File: config.mk
export PLATFORM = sky130hd
export DESIGN_NAME = stepper_coil_driver_flat
export DESIGN_NICKNAME = d
export VERILOG_FILES = /design/src/rtl/stepper_drive_pkg.sv /design/src/rtl/stepper_coil_driver_if.sv /design/src/rtl/stepper_coil_channel.sv /design/src/rtl/stepper_coil_driver.sv /design/src/flat_wrapper.sv
export SDC_FILE = /design/constraint.sdc
export NUM_CORES = 1
export LEC_CHECK = 0
export CELL_PAD_IN_SITES_DETAIL_PLACEMENT = 1
export CELL_PAD_IN_SITES_GLOBAL_PLACEMENT = 1
export CORE_ASPECT_RATIO = 1.2
export CORE_UTILIZATION = 49
export DETAILED_ROUTE_END_ITERATION = 8
export GPL_TIMING_DRIVEN = 0
export PLACE_DENSITY = 0.95
export REMOVE_ABC_BUFFERS = 1
export SYNTH_ARGS = -nofsm -noshare
export SYNTH_HDL_FRONTEND = slang
export SYNTH_SLANG_ARGS = --single-unit
File: constraint.sdc
create_clock -name system1000 -period 33.3 [get_ports system1000]
set_clock_uncertainty 0.2 [all_clocks]
set_input_delay 9.99 -clock system1000 [delete_from_list [all_inputs] [get_ports system1000]]
set_output_delay 9.99 -clock system1000 [all_outputs]
set_load 0.1 [all_outputs]
File: src/rtl/stepper_drive_pkg.sv
// Shared types and helpers for the stepper coil driver.
// Optional macro STEPPER_HOLD_PWM_EN adds the reduced-current HOLD state.
package stepper_drive_pkg;

    typedef logic [1:0] phase_t;
    typedef logic [3:0] coil_t;

    typedef enum logic [1:0] {
        ST_IDLE,
        ST_DEAD,
        ST_DRIVE
`ifdef STEPPER_HOLD_PWM_EN
        , ST_HOLD
`endif
    } chan_state_t;

    localparam int COIL_AP = 0;
    localparam int COIL_AN = 1;
    localparam int COIL_BP = 2;
    localparam int COIL_BN = 3;

    // Full-step sequence: each step flips exactly one bridge.
    function automatic coil_t phase_to_coil(phase_t p);
        coil_t c;
        c = '0;
        unique case (p)
            2'd0: begin
                c[COIL_AP] = 1'b1;
                c[COIL_BP] = 1'b1;
            end
            2'd1: begin
                c[COIL_AN] = 1'b1;
                c[COIL_BP] = 1'b1;
            end
            2'd2: begin
                c[COIL_AN] = 1'b1;
                c[COIL_BN] = 1'b1;
            end
            default: begin
                c[COIL_AP] = 1'b1;
                c[COIL_BN] = 1'b1;
            end
        endcase
        return c;
    endfunction

endpackage

File: src/rtl/stepper_coil_driver_if.sv
// Phase/enable inputs and coil/hold outputs of the coil driver.
// Optional macro STEPPER_HOLD_PWM_EN (hold_out is only active with it).
interface stepper_coil_driver_if #(
    parameter int N_MOTORS = 30
);
    logic [2*N_MOTORS-1:0] phase_in;
    logic [N_MOTORS-1:0]   enable_in;
    logic [4*N_MOTORS-1:0] coil_out;
    logic [N_MOTORS-1:0]   hold_out;

    modport master (
        output phase_in,
        output enable_in,
        input  coil_out,
        input  hold_out
    );

    modport slave (
        input  phase_in,
        input  enable_in,
        output coil_out,
        output hold_out
    );
endinterface

File: src/rtl/stepper_coil_channel.sv
// One motor channel: dead-time FSM, registered coil pattern.
// Optional macro STEPPER_HOLD_PWM_EN adds idle timeout and PWM hold.
module stepper_coil_channel
    import stepper_drive_pkg::*;
#(
    parameter int DEAD_CYCLES  = 8,
    parameter int HOLD_TIMEOUT = 1000000,
    parameter int HOLD_DUTY    = 4
) (
    input  logic   clk_i,
    input  logic   rst_i,
    input  phase_t phase_i,
    input  logic   enable_i,
`ifdef STEPPER_HOLD_PWM_EN
    input  logic [3:0] pwm_cnt_i,
`endif
    output coil_t  coil_o,
    output logic   hold_o
);

    localparam logic [7:0] DEAD_LOAD = 8'(DEAD_CYCLES - 1);

    chan_state_t state_q, state_d;
    phase_t      last_q, last_d;
    logic [7:0]  dead_q, dead_d;
    coil_t       coil_q, coil_d;
    logic        phase_chg;

    assign phase_chg = (phase_i != last_q);

`ifdef STEPPER_HOLD_PWM_EN
    localparam int IW = $clog2(HOLD_TIMEOUT + 1);
    localparam logic [IW-1:0] IDLE_LAST = IW'(HOLD_TIMEOUT - 1);
    localparam logic [4:0] DUTY = 5'(HOLD_DUTY);

    logic [IW-1:0] idle_q, idle_d;
    logic          pwm_on;

    assign pwm_on = ({1'b0, pwm_cnt_i} < DUTY);
    assign hold_o = (state_q == ST_HOLD);
`else
    assign hold_o = 1'b0;
`endif

    assign coil_o = coil_q;

    // Next state, counters and next coil pattern; disable wins over everything.
    always_comb begin
        state_d = state_q;
        last_d  = last_q;
        dead_d  = dead_q;
        coil_d  = '0;
`ifdef STEPPER_HOLD_PWM_EN
        idle_d  = idle_q;
`endif
        if (!enable_i) begin
            state_d = ST_IDLE;
        end else begin
            unique case (state_q)
                ST_IDLE: begin
                    state_d = ST_DEAD;
                    dead_d  = DEAD_LOAD;
                    last_d  = phase_i;
                end
                ST_DEAD: begin
                    if (phase_chg) begin
                        dead_d = DEAD_LOAD;
                        last_d = phase_i;
                    end else if (dead_q == 8'd0) begin
                        state_d = ST_DRIVE;
`ifdef STEPPER_HOLD_PWM_EN
                        idle_d  = '0;
`endif
                    end else begin
                        dead_d = dead_q - 8'd1;
                    end
                end
                ST_DRIVE: begin
                    if (phase_chg) begin
                        state_d = ST_DEAD;
                        dead_d  = DEAD_LOAD;
                        last_d  = phase_i;
                    end
`ifdef STEPPER_HOLD_PWM_EN
                    else if (idle_q == IDLE_LAST) begin
                        state_d = ST_HOLD;
                    end else if (idle_q != '1) begin
                        idle_d = idle_q + IW'(1);
                    end
`endif
                end
`ifdef STEPPER_HOLD_PWM_EN
                ST_HOLD: begin
                    if (phase_chg) begin
                        state_d = ST_DEAD;
                        dead_d  = DEAD_LOAD;
                        last_d  = phase_i;
                    end
                end
`endif
                default: state_d = ST_IDLE;
            endcase
        end

        unique case (state_d)
            ST_DRIVE: coil_d = phase_to_coil(last_d);
`ifdef STEPPER_HOLD_PWM_EN
            ST_HOLD:  coil_d = pwm_on ? phase_to_coil(last_d) : '0;
`endif
            default:  coil_d = '0;
        endcase
    end

    // Channel state registers; reset forces the bridge off at once.
    always_ff @(posedge clk_i or posedge rst_i) begin
        if (rst_i) begin
            state_q <= ST_IDLE;
            last_q  <= '0;
            dead_q  <= '0;
            coil_q  <= '0;
`ifdef STEPPER_HOLD_PWM_EN
            idle_q  <= '0;
`endif
        end else begin
            state_q <= state_d;
            last_q  <= last_d;
            dead_q  <= dead_d;
            coil_q  <= coil_d;
`ifdef STEPPER_HOLD_PWM_EN
            idle_q  <= idle_d;
`endif
        end
    end

endmodule

File: src/rtl/stepper_coil_driver.sv
// Per-motor H-bridge gate driver with break-before-make dead time.
// Optional macro STEPPER_HOLD_PWM_EN enables the shared hold PWM counter.
module stepper_coil_driver
    import stepper_drive_pkg::*;
#(
    parameter int N_MOTORS     = 30,
    parameter int DEAD_CYCLES  = 8,
    parameter int HOLD_TIMEOUT = 1000000,
    parameter int HOLD_DUTY    = 4
) (
    input logic system1000,
    input logic system1000_rst,
    stepper_coil_driver_if.slave bus
);

    coil_t                 coil_w [N_MOTORS];
    logic [4*N_MOTORS-1:0] coil_vec;
    logic [N_MOTORS-1:0]   hold_vec;

`ifdef STEPPER_HOLD_PWM_EN
    logic [3:0] pwm_cnt_q;

    // Free-running 16-step PWM phase shared by every channel.
    always_ff @(posedge system1000 or posedge system1000_rst) begin
        if (system1000_rst) begin
            pwm_cnt_q <= '0;
        end else begin
            pwm_cnt_q <= pwm_cnt_q + 4'd1;
        end
    end
`endif

    for (genvar i = 0; i < N_MOTORS; i++) begin : g_chan
        stepper_coil_channel #(
            .DEAD_CYCLES  (DEAD_CYCLES),
            .HOLD_TIMEOUT (HOLD_TIMEOUT),
            .HOLD_DUTY    (HOLD_DUTY)
        ) u_chan (
            .clk_i     (system1000),
            .rst_i     (system1000_rst),
            .phase_i   (bus.phase_in[2*i +: 2]),
            .enable_i  (bus.enable_in[i]),
`ifdef STEPPER_HOLD_PWM_EN
            .pwm_cnt_i (pwm_cnt_q),
`endif
            .coil_o    (coil_w[i]),
            .hold_o    (hold_vec[i])
        );

        assign coil_vec[4*i +: 4] = coil_w[i];
    end

    assign bus.coil_out = coil_vec;
    assign bus.hold_out = hold_vec;

endmodule
File: src/flat_wrapper.sv
// flat-port wrapper written by rule: the top's interface ports become plain ports
module stepper_coil_driver_flat import stepper_drive_pkg::*;
#(
    parameter int N_MOTORS     = 30,
    parameter int DEAD_CYCLES  = 8,
    parameter int HOLD_TIMEOUT = 1000000,
    parameter int HOLD_DUTY    = 4
)
  (system1000, system1000_rst, bus_phase_in, bus_enable_in, bus_coil_out, bus_hold_out);
  stepper_coil_driver_if #(.N_MOTORS(N_MOTORS)) bus_i ();
  input logic system1000;
  input logic system1000_rst;
  input wire logic [$bits(bus_i.phase_in)-1:0] bus_phase_in;
  input wire logic [$bits(bus_i.enable_in)-1:0] bus_enable_in;
  output wire logic [$bits(bus_i.coil_out)-1:0] bus_coil_out;
  output wire logic [$bits(bus_i.hold_out)-1:0] bus_hold_out;
  assign bus_i.phase_in = bus_phase_in;
  assign bus_i.enable_in = bus_enable_in;
  assign bus_coil_out = bus_i.coil_out;
  assign bus_hold_out = bus_i.hold_out;
  stepper_coil_driver #(.N_MOTORS(N_MOTORS), .DEAD_CYCLES(DEAD_CYCLES), .HOLD_TIMEOUT(HOLD_TIMEOUT), .HOLD_DUTY(HOLD_DUTY)) u_core (.system1000(system1000), .system1000_rst(system1000_rst), .bus(bus_i));
endmodule
== After elaboration in Yosys (flattened, before gate mapping) ==
Index checks and enable logic that the tools add are counted.
Cells by class
  $add $sub $neg: 30
  reductions and logical operators: 240
  muxes and demuxes: 510
  equality and inequality tests: 240
Operators with widths (number)
  $mux W8: 90
  $pmux W8 S3: 30
  $mux W2: 180
  $logic_not A8 Y1: 30
  $sub A8 B1 Y8 const B: 30
  $eq A2 B2 Y1 const B: 90
  $pmux W2 S3: 30
  $reduce_or A2 Y1: 90
  $eq A2 B1 Y1 const B: 60
  $logic_not A2 Y1: 60
  $mux W1: 120
  $mux W4: 30
  $pmux W2 S2: 30
  $reduce_and A4 Y1: 30
  $ne A3 B3 Y1 const B: 30
  $reduce_bool A3 Y1: 30
  $ne A2 B2 Y1: 30
  $ne A2 B2 Y1 const B: 30
Word-level totals
  input port bits: 92
  output and inout bits: 150
  logic and storage cells: 1140
  bits in registers: 480

== Logic depth before layout (Yosys ltp) ==
Gate-level depths: netlist of run 1.
  word-level depth: 8
  mapped depth: 9
  mapped depth without buffers: 9

== Cells and area by module ==
A second synthesis of run 1 with hierarchy kept.
Unflattened totals
  cells, all modules: 3014
  area total of the unflattened synthesis: 30793.3 µm²
Modules (own cells, without submodules)
  stepper_coil_channel at u_core.g_chan[0].u_chan ...: area an instance 1038.5 µm², instances 19, seq. area each 400.4 µm², cells an instance 101
  stepper_coil_channel at u_core.g_chan[28].u_chan ...: area an instance 1014.7 µm², instances 10, seq. area each 400.4 µm², cells an instance 100
  stepper_coil_channel at u_core.g_chan[1].u_chan: area an instance 914.6 µm², instances 1, seq. area each 400.4 µm², cells an instance 95

== Worst setup path before layout of run 1 ==
No wires, ideal clock.
  path type: input-to-reg
  from: input port bus_enable_in[7]
  to: register u_core.g_chan[7].u_chan.dead_q[7]
  buffers on the path: 0
  path slack: 21.747 ns
  stages on the path: 5
  arrival: 11.276 ns
  required time: 33.023 ns
  library setup time: 0.077 ns
  path through: or3b_1 -> a41oi_1 -> nor2_1 -> or3_1 -> a21oi_1
On the way
  word-level cells in the longest chain between the ends: 1
RTL lines
  start, declared: RTL line flat_wrapper.sv:14  | input wire logic [$bits(bus_i.enable_in)-1:0] bus_enable_in;
  $reduce_and A4 Y1 (no line)
  end signal, assigned: RTL line stepper_coil_channel.sv:119  | dead_q <= '0;
  end signal, assigned: RTL line stepper_coil_channel.sv:127  | dead_q <= dead_d;
  end, declared: RTL line stepper_coil_channel.sv:25  | logic [7:0] dead_q, dead_d;
Every way passes these cells.
A chain may end at the register's enable or synchronous reset.

== Worst setup path after layout of run 1 ==
  from: register u_core.g_chan[28].u_chan.coil_q[0]
  to: output port bus_coil_out[112]
RTL lines
  start, declared: RTL line stepper_coil_channel.sv:26  | coil_t coil_q, coil_d;
  start signal, assigned: RTL line stepper_coil_channel.sv:128  | coil_q <= coil_d;
  end, declared: RTL line flat_wrapper.sv:15  | output wire logic [$bits(bus_i.coil_out)-1:0] bus_coil_out;
No word-level cell between the ends.

==> results_dict.tcl, run 1 <==
set metrics [dict create \
    leakagePower_nw 14.41 \
    r2r_cells 7 \
    maxSlewHeadroom 0.3148 \
    rsz0062_at_grt "false" \
    drt.antenna.violating_nets 0 \
    htree_levels 2 \
    fillers 6144 \
    dp_slack_ns 20.88 \
    setup.worst_path.end_class "output pin" \
    worstHoldPathCells 1 \
    vdd_drop_max_mv 0.04129 \
    hold_start "u_core.g_chan[8].u_chan.dead_q[6]" \
    ioPinCount 242 \
    vias_per_cell 6.130 \
    arrival_ns 2.19 \
    path_buf_inv 1 \
    gr-total-overflow 0 \
    r2r_start "u_core.g_chan[6].u_chan.state_q[1]" \
    synth-edff-count 0 \
    ys_types 86 \
    synth_cells 2904 \
    grt_pass1_wl_um 141700 \
    fp.dieW_um 217.4 \
    r2r_setup_slack_ns 30.34 \
    worstMarginPinSlew_ns 1.025 \
    drt_iter0_drc 1603 \
    dp_hpwl_um 54710 \
    slowest_stage "clkdlybuf4s50_1" \
    cts-resized-gates 0 \
    die_h_um 260.4 \
    rr_endpoint "u_core.g_chan[6].u_chan.dead_q[7]" \
    clock_path_buffers 3 \
    post-route-util 0.5825 \
    path_delay_family "buffers and inverters" \
    core_um2 54930 \
    wl_um 85830 \
    numCtsBuffers 52 \
    period_minus_slack_ns 12.38 \
    drv_slew 0 \
    clk_latency_ns 0.60 \
    globalplace.congestion 0.8423 \
    drc 0 \
    drive_gt1_frac 0.04087 \
    synthArstFlopShare 1.000 \
    synth-seq-cells 480 \
    layout-area-overhead-vs-synth_pct 17.30 \
    hold_class "reg2reg" \
    initial_utilization 0.4966 \
    wire_per_inst_um 21.86 \
    path_max_fanout 1 \
    cts_sinks 480 \
    hold_violations 0 \
    grt_pass1_vias 27130 \
    period_share 0.3718 \
    setup_viol 0 \
    grt_usage 0.3050 \
    drt_first_pass_iters 5 \
    setup_ws_ns 20.92 \
    grt_max_degree 135 \
    clkTransAtPathRegs_ns 0.07 \
    mostFrequentLayoutCells "480 x dfrtp_1, 428 x nor2_1, 212 x inv_1" \
    powerDensity_nw_per_um2 45.27 \
    criticalPathCategory "reg2out" \
    yosysSeqAreaShare 0.4404 \
    crit_chain "clkdlybuf4s50_1" \
    cp-start-kind "flip-flop" \
    vias 24070 \
    worstPathRequired_ns 23.11 \
    register_area_um2 12010 \
    setup_tns_ns 0 \
    ys.flop_type "dfrtp_1" \
    maxCapViolations 0 \
    row_count 94 \
    die_area_um2 56610 \
    post_cts_buffers 0 \
    clock-root-buffer "clkbuf_16" \
    status "finished, final reports clean" \
    yosysWarnings 0 \
    multi_input_area_um2 14300 \
    slowest_delay_ns 1.18 \
    fin_nets 3436 \
    fmax_mhz 80.77 \
    portBuffers 211 \
    mostFrequentLayoutCell "dfrtp_1" \
    whs_endpoint "u_core.g_chan[8].u_chan.dead_q[6]" \
    avgSynthCellArea_um2 9.392 \
    syn_area_um2 27270 \
    cts_tree "built" \
    ctsHoldBuffers 0 \
    antenna_found_initial 1 \
]
cell usage after synthesis, types with 30 or more instances:
cell type  count  area share
o21ai_1       72       0.013
o21ai_0       49      0.0090
inv_1        213       0.029
xor2_1        75       0.024
nor4_1        43      0.0099
nor3b_1       46       0.013
buf_4         30      0.0083
dfrtp_1      480        0.44
nand2b_1      99       0.023
nor3_1        82       0.015
xnor2_1      109       0.035
nor2_1       428       0.059
nand3_1       67       0.012
or3_1         36      0.0083
a22oi_1       64       0.018
a21oi_1      163       0.030
a31oi_1       57       0.013
ha_1         180       0.083
nor2b_1       56       0.013
nand2_1      122       0.017
and2_1        30      0.0069
flip-flops by register name (all words and copies together), names as in the netlist:
signal / cells
u_core.g_chan.u_chan.dead_q: 240
u_core.g_chan.u_chan.last_q: 60
u_core.g_chan.u_chan.coil_o: 120
u_core.g_chan.u_chan.state_q: 60
per-layer routing:
metal  vias up  GRT usage  share of wire
met2       884     0.5938           0.55
met4         0     0.1228          0.039
met5         -          0              0
met3       332    0.04371          0.044
li1      10690          -              -
met1     12160     0.3259           0.37
through the flow:
stage	power, mW	instance area [um2]	hold slack [ns]	cells
6_report	1.448	31990	0.2909	3926
2_1_floorplan	0.7698	27130	0.2460	2896
4_1_cts	1.455	31990	0.3003	3925
3_3_place_gp	0.8107	30140	0.2704	3827
5_1_grt	1.498	31990	0.3220	3926
3_5_place_dp	0.8339	30230	0.2860	3830
area by class of cell:
class	instances	share of cell area
clock inverter	26	0.008799
multi-input combinational	2199	0.4471
clock buffer	69	0.04615
sequential	480	0.3754
tap	720	0.02816
timing repair buffer	214	0.06860
inverter	217	0.02569
antenna	1	0.00007822
cell families (layout without fill, tap and decap cells):
logic type / after synthesis / in the layout / share of synthesized area
compound gates: 621 / 621 / 0.1488
xor+xnor: 184 / 184 / 0.05909
fa+ha+maj: 180 / 180 / 0.08258
buf+inv: 254 / 526 / 0.03913
flops: 480 / 480 / 0.4404
mux: 13 / 13 / 0.004863
other cells: 1 / 31 / 0.0001375
simple gates: 1171 / 1171 / 0.2250
how the worst max path moves through the flow:
stage,startpoint,to,slack (ns),cells past startpoint
2_1_floorplan,system1000_rst,u_core.g_chan[0].u_chan.coil_o[0],9.72,1
3_3_place_gp,system1000_rst,u_core.g_chan[5].u_chan.dead_q[5],4.40,2
3_5_place_dp,bus_enable_in[19],u_core.g_chan[19].u_chan.dead_q[5],20.88,6
4_1_cts,u_core.g_chan[28].u_chan.coil_o[0],bus_coil_out[112],20.88,1
5_1_grt,u_core.g_chan[28].u_chan.coil_o[2],bus_coil_out[114],20.89,1
6_report,u_core.g_chan[28].u_chan.coil_o[0],bus_coil_out[112],20.92,1
report_power, final:
part	total, mW	leakage [nW]	switching (mW)	internal (mW)
registers	0.623	6.13	0.0220	0.601
clock network	0.610	0.863	0.259	0.351
logic	0.216	7.42	0.147	0.0687
(Power assumes the default switching activity.)
==> inputs of run 2 (changes only) <==
--- a/config.mk
+++ b/config.mk
@@ -8,10 +8,10 @@
 export CELL_PAD_IN_SITES_DETAIL_PLACEMENT = 1
 export CELL_PAD_IN_SITES_GLOBAL_PLACEMENT = 1
 export CORE_ASPECT_RATIO = 1.2
-export CORE_UTILIZATION = 49
+export CORE_UTILIZATION = 46
 export DETAILED_ROUTE_END_ITERATION = 8
 export GPL_TIMING_DRIVEN = 0
-export PLACE_DENSITY = 0.95
+export PLACE_DENSITY = 0.93
 export REMOVE_ABC_BUFFERS = 1
 export SYNTH_ARGS = -nofsm -noshare
 export SYNTH_HDL_FRONTEND = slang
==> constraint.sdc (replaced) <==
create_clock -name system1000 -period 12.5 [get_ports system1000]
set_clock_uncertainty 0.2 [all_clocks]
set_input_delay 3.75 -clock system1000 [delete_from_list [all_inputs] [get_ports system1000]]
set_output_delay 3.75 -clock system1000 [all_outputs]
set_load 0.1 [all_outputs]
==> results_dict.tcl, run 2 (synthesis results as in run 1) <==
set metrics [dict create \
    status "finished, final reports clean" \
    clkTransAtPathRegs_ns 0.07 \
    ctsHoldBuffers 0 \
    core_um2 58500 \
    r2r_start "u_core.g_chan[3].u_chan.state_q[0]" \
    slowest_stage "clkdlybuf4s50_1" \
    powerDensity_nw_per_um2 119.5 \
    gr-total-overflow 0 \
    startpoint "u_core.g_chan[14].u_chan.coil_o[3]" \
    antenna_cells 0 \
    dp_hpwl_um 51860 \
    arrival_ns 2.17 \
    drt_first_pass_iters 5 \
    worstPathRequired_ns 8.55 \
    crit_chain "clkdlybuf4s50_1" \
    hold_class "reg2reg" \
    switching_share 0.2849 \
    fp.dieW_um 224.3 \
    vias_per_cell 5.771 \
    fillers 6570 \
    worstMarginPinSlew_ns 1.031 \
    layout-area-overhead-vs-synth_pct 17.81 \
    switching_power_mw 1.094 \
    grt_usage 0.2538 \
    slowest_delay_ns 1.17 \
    drv_slew 0 \
    leakagePower_nw 14.45 \
    period_minus_slack_ns 6.118 \
    p_int_mw 2.746 \
    initial_utilization 0.4662 \
    hold_start "u_core.g_chan[2].u_chan.dead_q[6]" \
    drive_gt1_frac 0.04181 \
    maxSlewHeadroom 0.2952 \
    path_max_fanout 1 \
    drt_iter0_drc 1227 \
    setup_viol 0 \
    seq_power_share 0.431 \
    cp-start-kind "flip-flop" \
    drt.antenna.violating_nets 0 \
    path_buf_inv 1 \
    placed_area_um2 30350 \
    grt_pass1_vias 25250 \
    hold_violations 0 \
    wl_um 76860 \
    criticalPathCategory "reg2out" \
    vias 23070 \
    drc 0 \
    vdd_drop_max_mv 0.1154 \
    post_cts_buffers 0 \
    fin_nets 3437 \
    clock-root-buffer "clkbuf_16" \
    clk_latency_ns 0.61 \
    mostFrequentLayoutCells "480 x dfrtp_1, 428 x nor2_1, 212 x inv_1" \
    setup.worst_path.end_class "output pin" \
    cts_sinks 480 \
    wire_per_inst_um 19.23 \
    regMostFlops "u_core.g_chan.u_chan.dead_q" \
    maxCapViolations 0 \
    fmax_mhz 163.4 \
    row_count 97 \
    rsz0062_at_grt "false" \
    htree_levels 2 \
    portBuffers 211 \
    cts_tree "built" \
    pwr-share-comb 0.143 \
    die_area_um2 60270 \
    final_cell_area_um2 32130 \
    post-route-util 0.5493 \
    clock_path_buffers 3 \
    ioPinCount 242 \
    mostFrequentLayoutCell "dfrtp_1" \
    grt_pass1_wl_um 127400 \
    clkPwrFrac 0.425 \
    period_share 0.4895 \
    numCtsBuffers 52 \
    die_h_um 268.7 \
    globalplace.congestion 0.8155 \
    grt_max_degree 123 \
    largest_reg_flops 240 \
    antenna_found_initial 1 \
    cts-resized-gates 0 \
    path_delay_family "buffers and inverters" \
]
==> run 2: cell types whose count changed in the layout (fill, tap and decap cells not counted), moves of 2 or more <==
cell	before	now
clkinv_2	13	19
clkbuf_8	9	6
bufinv_16	5	8
clkbuf_1	7	4
clkinvlp_4	5	3
==> run 2: per-stage QoR <==
step | setup slack, ns | std cells | setup TNS [ns] | power (mW) | hold WS, ns
floorplan | -4.843 | 2896 | -2324.44 | 2.051 | 0.2460
global route | 6.344 | 3997 | 0 | 3.990 | 0.3194
global placement | -10.56 | 3899 | -5048.80 | 2.171 | 0.2732
detailed placement | 6.362 | 3903 | 0 | 2.212 | 0.2761
finish | 6.382 | 3997 | 0 | 3.841 | 0.2841
CTS | 6.331 | 3997 | 0 | 3.877 | 0.2882
==> run 2: final cells by class <==
type	instances	area [um2]	area share
Multi-Input combinational cell	2199	14300	0.4452
Sequential cell	480	12010	0.3738
Timing Repair Buffer	215	2222	0.06916
Clock buffer	62	1399	0.04353
Tap cell	792	991.0	0.03084
Inverter	217	822.0	0.02558
Clock inverter	32	382.9	0.01192
==> run 2: worst paths after layout <==
kind	slack, ns	depth (start not counted)	to
worst min-delay path	0.28	1	u_core.g_chan[2].u_chan.dead_q[6]
min in group asynchronous	3.39	2	u_core.g_chan[2].u_chan.coil_o[1]
worst min register to register	0.28	1	u_core.g_chan[2].u_chan.dead_q[6]
max in group asynchronous	7.29	4	u_core.g_chan[15].u_chan.dead_q[6]
worst max-delay path	6.38	1	bus_coil_out[59]
worst max register to register	9.64	7	u_core.g_chan[3].u_chan.dead_q[5]
==> run 2: per-layer routing <==
metal	vias up	wire length, um	global-route usage
met2	537	41730	0.4842
met1	11630	29900	0.2824
li1	10700	-	-
met5	-	13	0
met4	2	2416	0.09597
met3	200	2799	0.03868
==> run 2: power groups by stage <==
stage	Sequential [mW]	Combinational (mW)	Clock, mW
floorplan	1.67	0.383	0
global placement	1.68	0.493	0
detailed placement	1.68	0.530	0
CTS	1.66	0.550	1.67
global route	1.66	0.607	1.72
finish	1.66	0.550	1.63
==> inputs of run 3 (changes only) <==
--- a/config.mk
+++ b/config.mk
@@ -8,10 +8,10 @@
 export CELL_PAD_IN_SITES_DETAIL_PLACEMENT = 1
 export CELL_PAD_IN_SITES_GLOBAL_PLACEMENT = 1
 export CORE_ASPECT_RATIO = 1.2
-export CORE_UTILIZATION = 46
+export CORE_UTILIZATION = 41
 export DETAILED_ROUTE_END_ITERATION = 8
 export GPL_TIMING_DRIVEN = 0
-export PLACE_DENSITY = 0.93
+export PLACE_DENSITY = 0.88
 export REMOVE_ABC_BUFFERS = 1
 export SYNTH_ARGS = -nofsm -noshare
 export SYNTH_HDL_FRONTEND = slang
==> constraint.sdc (replaced) <==
create_clock -name system1000 -period 5.6 [get_ports system1000]
set_clock_uncertainty 0.2 [all_clocks]
set_input_delay 1.68 -clock system1000 [delete_from_list [all_inputs] [get_ports system1000]]
set_output_delay 1.68 -clock system1000 [all_outputs]
set_load 0.1 [all_outputs]
==> results_dict.tcl, run 3 (synthesis results as in run 1) <==
set metrics [dict create \
    largest_reg_flops 240 \
    grt_pass1_vias 23950 \
    post_cts_buffers 0 \
    register_area_um2 12010 \
    endpoint "bus_coil_out[58]" \
    slowest_stage "clkdlybuf4s50_1" \
    initial_utilization 0.4142 \
    wl_um 67690 \
    startpoint "u_core.g_chan[14].u_chan.coil_o[2]" \
    rsz0062_at_grt "false" \
    fillers 7523 \
    leakagePower_nw 14.40 \
    numCtsBuffers 52 \
    cts_sinks 480 \
    final_cell_area_um2 32170 \
    die_area_um2 67560 \
    grt_max_degree 127 \
    clkTransAtPathRegs_ns 0.06 \
    layout-area-overhead-vs-synth_pct 17.94 \
    portBuffers 211 \
    cts_tree "built" \
    clk_latency_ns 0.62 \
    period_share 0.7205 \
    clock_path_buffers 3 \
    rr_endpoint "u_core.g_chan[6].u_chan.dead_q[7]" \
    drv_slew 0 \
    drive_gt1_frac 0.03905 \
    maxCapViolations 0 \
    path_buf_inv 1 \
    vias 22140 \
    multi_input_area_um2 14300 \
    cts-resized-gates 0 \
    drt_iter0_drc 853 \
    wire_per_inst_um 16.53 \
    fmax_mhz 247.8 \
    crit_chain "clkdlybuf4s50_1" \
    path_max_fanout 1 \
    powerDensity_nw_per_um2 258.8 \
    r2r_setup_slack_ns 2.93 \
    critical_path_depth 1 \
    row_count 103 \
    dp_slack_ns 1.506 \
    ctsHoldBuffers 0 \
    setup_tns_ns 0 \
    vias_per_cell 5.407 \
    mostFrequentLayoutCells "480 x dfrtp_1, 428 x nor2_1, 212 x inv_1" \
    grt_pass1_wl_um 115900 \
    mostFrequentLayoutCell "dfrtp_1" \
    htree_levels 2 \
    drt_first_pass_iters 5 \
    hold_class "reg2reg" \
    setup_viol 0 \
    fp.dieW_um 237.4 \
    dp_hpwl_um 48340 \
    setup_ws_ns 1.565 \
    drc 0 \
    clock-root-buffer "clkbuf_16" \
    vdd_drop_max_mv 0.2401 \
    hold_violations 0 \
    die_h_um 284.5 \
    period_minus_slack_ns 4.035 \
    core_um2 65850 \
    setup.worst_path.end_class "output pin" \
    path_delay_family "buffers and inverters" \
    fin_nets 3437 \
    regMostFlops "u_core.g_chan.u_chan.dead_q" \
    slowest_delay_ns 1.22 \
    globalplace.congestion 0.7904 \
    antenna_found_initial 3 \
    finalPower_mw 8.326 \
    maxSlewHeadroom 0.2049 \
    worstMarginPinSlew_ns 1.163 \
    drt.antenna.violating_nets 0 \
    r2r_start "u_core.g_chan[6].u_chan.state_q[1]" \
    worstPathRequired_ns 3.72 \
    gr-total-overflow 0 \
    cp-start-kind "flip-flop" \
    criticalPathCategory "reg2out" \
    grt_usage 0.2012 \
    ioPinCount 242 \
    arrival_ns 2.15 \
    r2r_cells 7 \
    placed_area_um2 30480 \
    status "finished, final reports clean" \
]
==> run 3: per-stage QoR <==
step / instances / utilization / hold slack (ns)
2_1_floorplan: 2896 / - / 0.2460
3_3_place_gp: 3999 / 0.4610 / 0.2689
3_5_place_dp: 4003 / 0.4628 / 0.2871
4_1_cts: 4093 / 0.4884 / 0.2962
5_1_grt: 4094 / 0.4884 / 0.3172
6_report: 4095 / 0.4884 / 0.2902
==> run 3: area by class of cell <==
cell class	instances	share of cell area
inverter	217	0.02556
clock inverter	18	0.006185
sequential	480	0.3734
timing repair buffer	215	0.06908
tap	892	0.03470
clock buffer	72	0.04621
multi-input combinational	2199	0.4447
antenna	2	0.0001556
==> run 3: power breakdown <==
part | internal [mW] | switching [mW] | leakage, nW
combinational | 0.406 | 0.774 | 7.43
clock | 1.99 | 1.47 | 0.842
sequential | 3.57 | 0.116 | 6.13
total | 5.97 | 2.36 | 14.4
==> run 3: worst min-delay path by stage <==
stage | slack [ns] | endpoint | startpoint | cells after the start
2_1_floorplan | 0.25 | u_core.g_chan[2].u_chan.dead_q[6] | u_core.g_chan[2].u_chan.dead_q[6] | 1
3_3_place_gp | 0.27 | u_core.g_chan[8].u_chan.dead_q[6] | u_core.g_chan[8].u_chan.dead_q[6] | 1
3_5_place_dp | 0.29 | u_core.g_chan[11].u_chan.dead_q[6] | u_core.g_chan[11].u_chan.dead_q[6] | 1
4_1_cts | 0.30 | u_core.g_chan[11].u_chan.dead_q[6] | u_core.g_chan[11].u_chan.dead_q[6] | 1
5_1_grt | 0.32 | u_core.g_chan[11].u_chan.dead_q[6] | u_core.g_chan[11].u_chan.dead_q[6] | 1
6_report | 0.29 | u_core.g_chan[8].u_chan.dead_q[6] | u_core.g_chan[8].u_chan.dead_q[6] | 1
==> run 3: per-layer routing <==
layer | up-vias | global-route usage | wire length [um]
li1 | 10690 | - | -
met1 | 11060 | 0.2304 | 27810
met2 | 289 | 0.3810 | 36120
met3 | 97 | 0.03467 | 2429
met4 | 4 | 0.05161 | 1306
met5 | - | 0 | 28
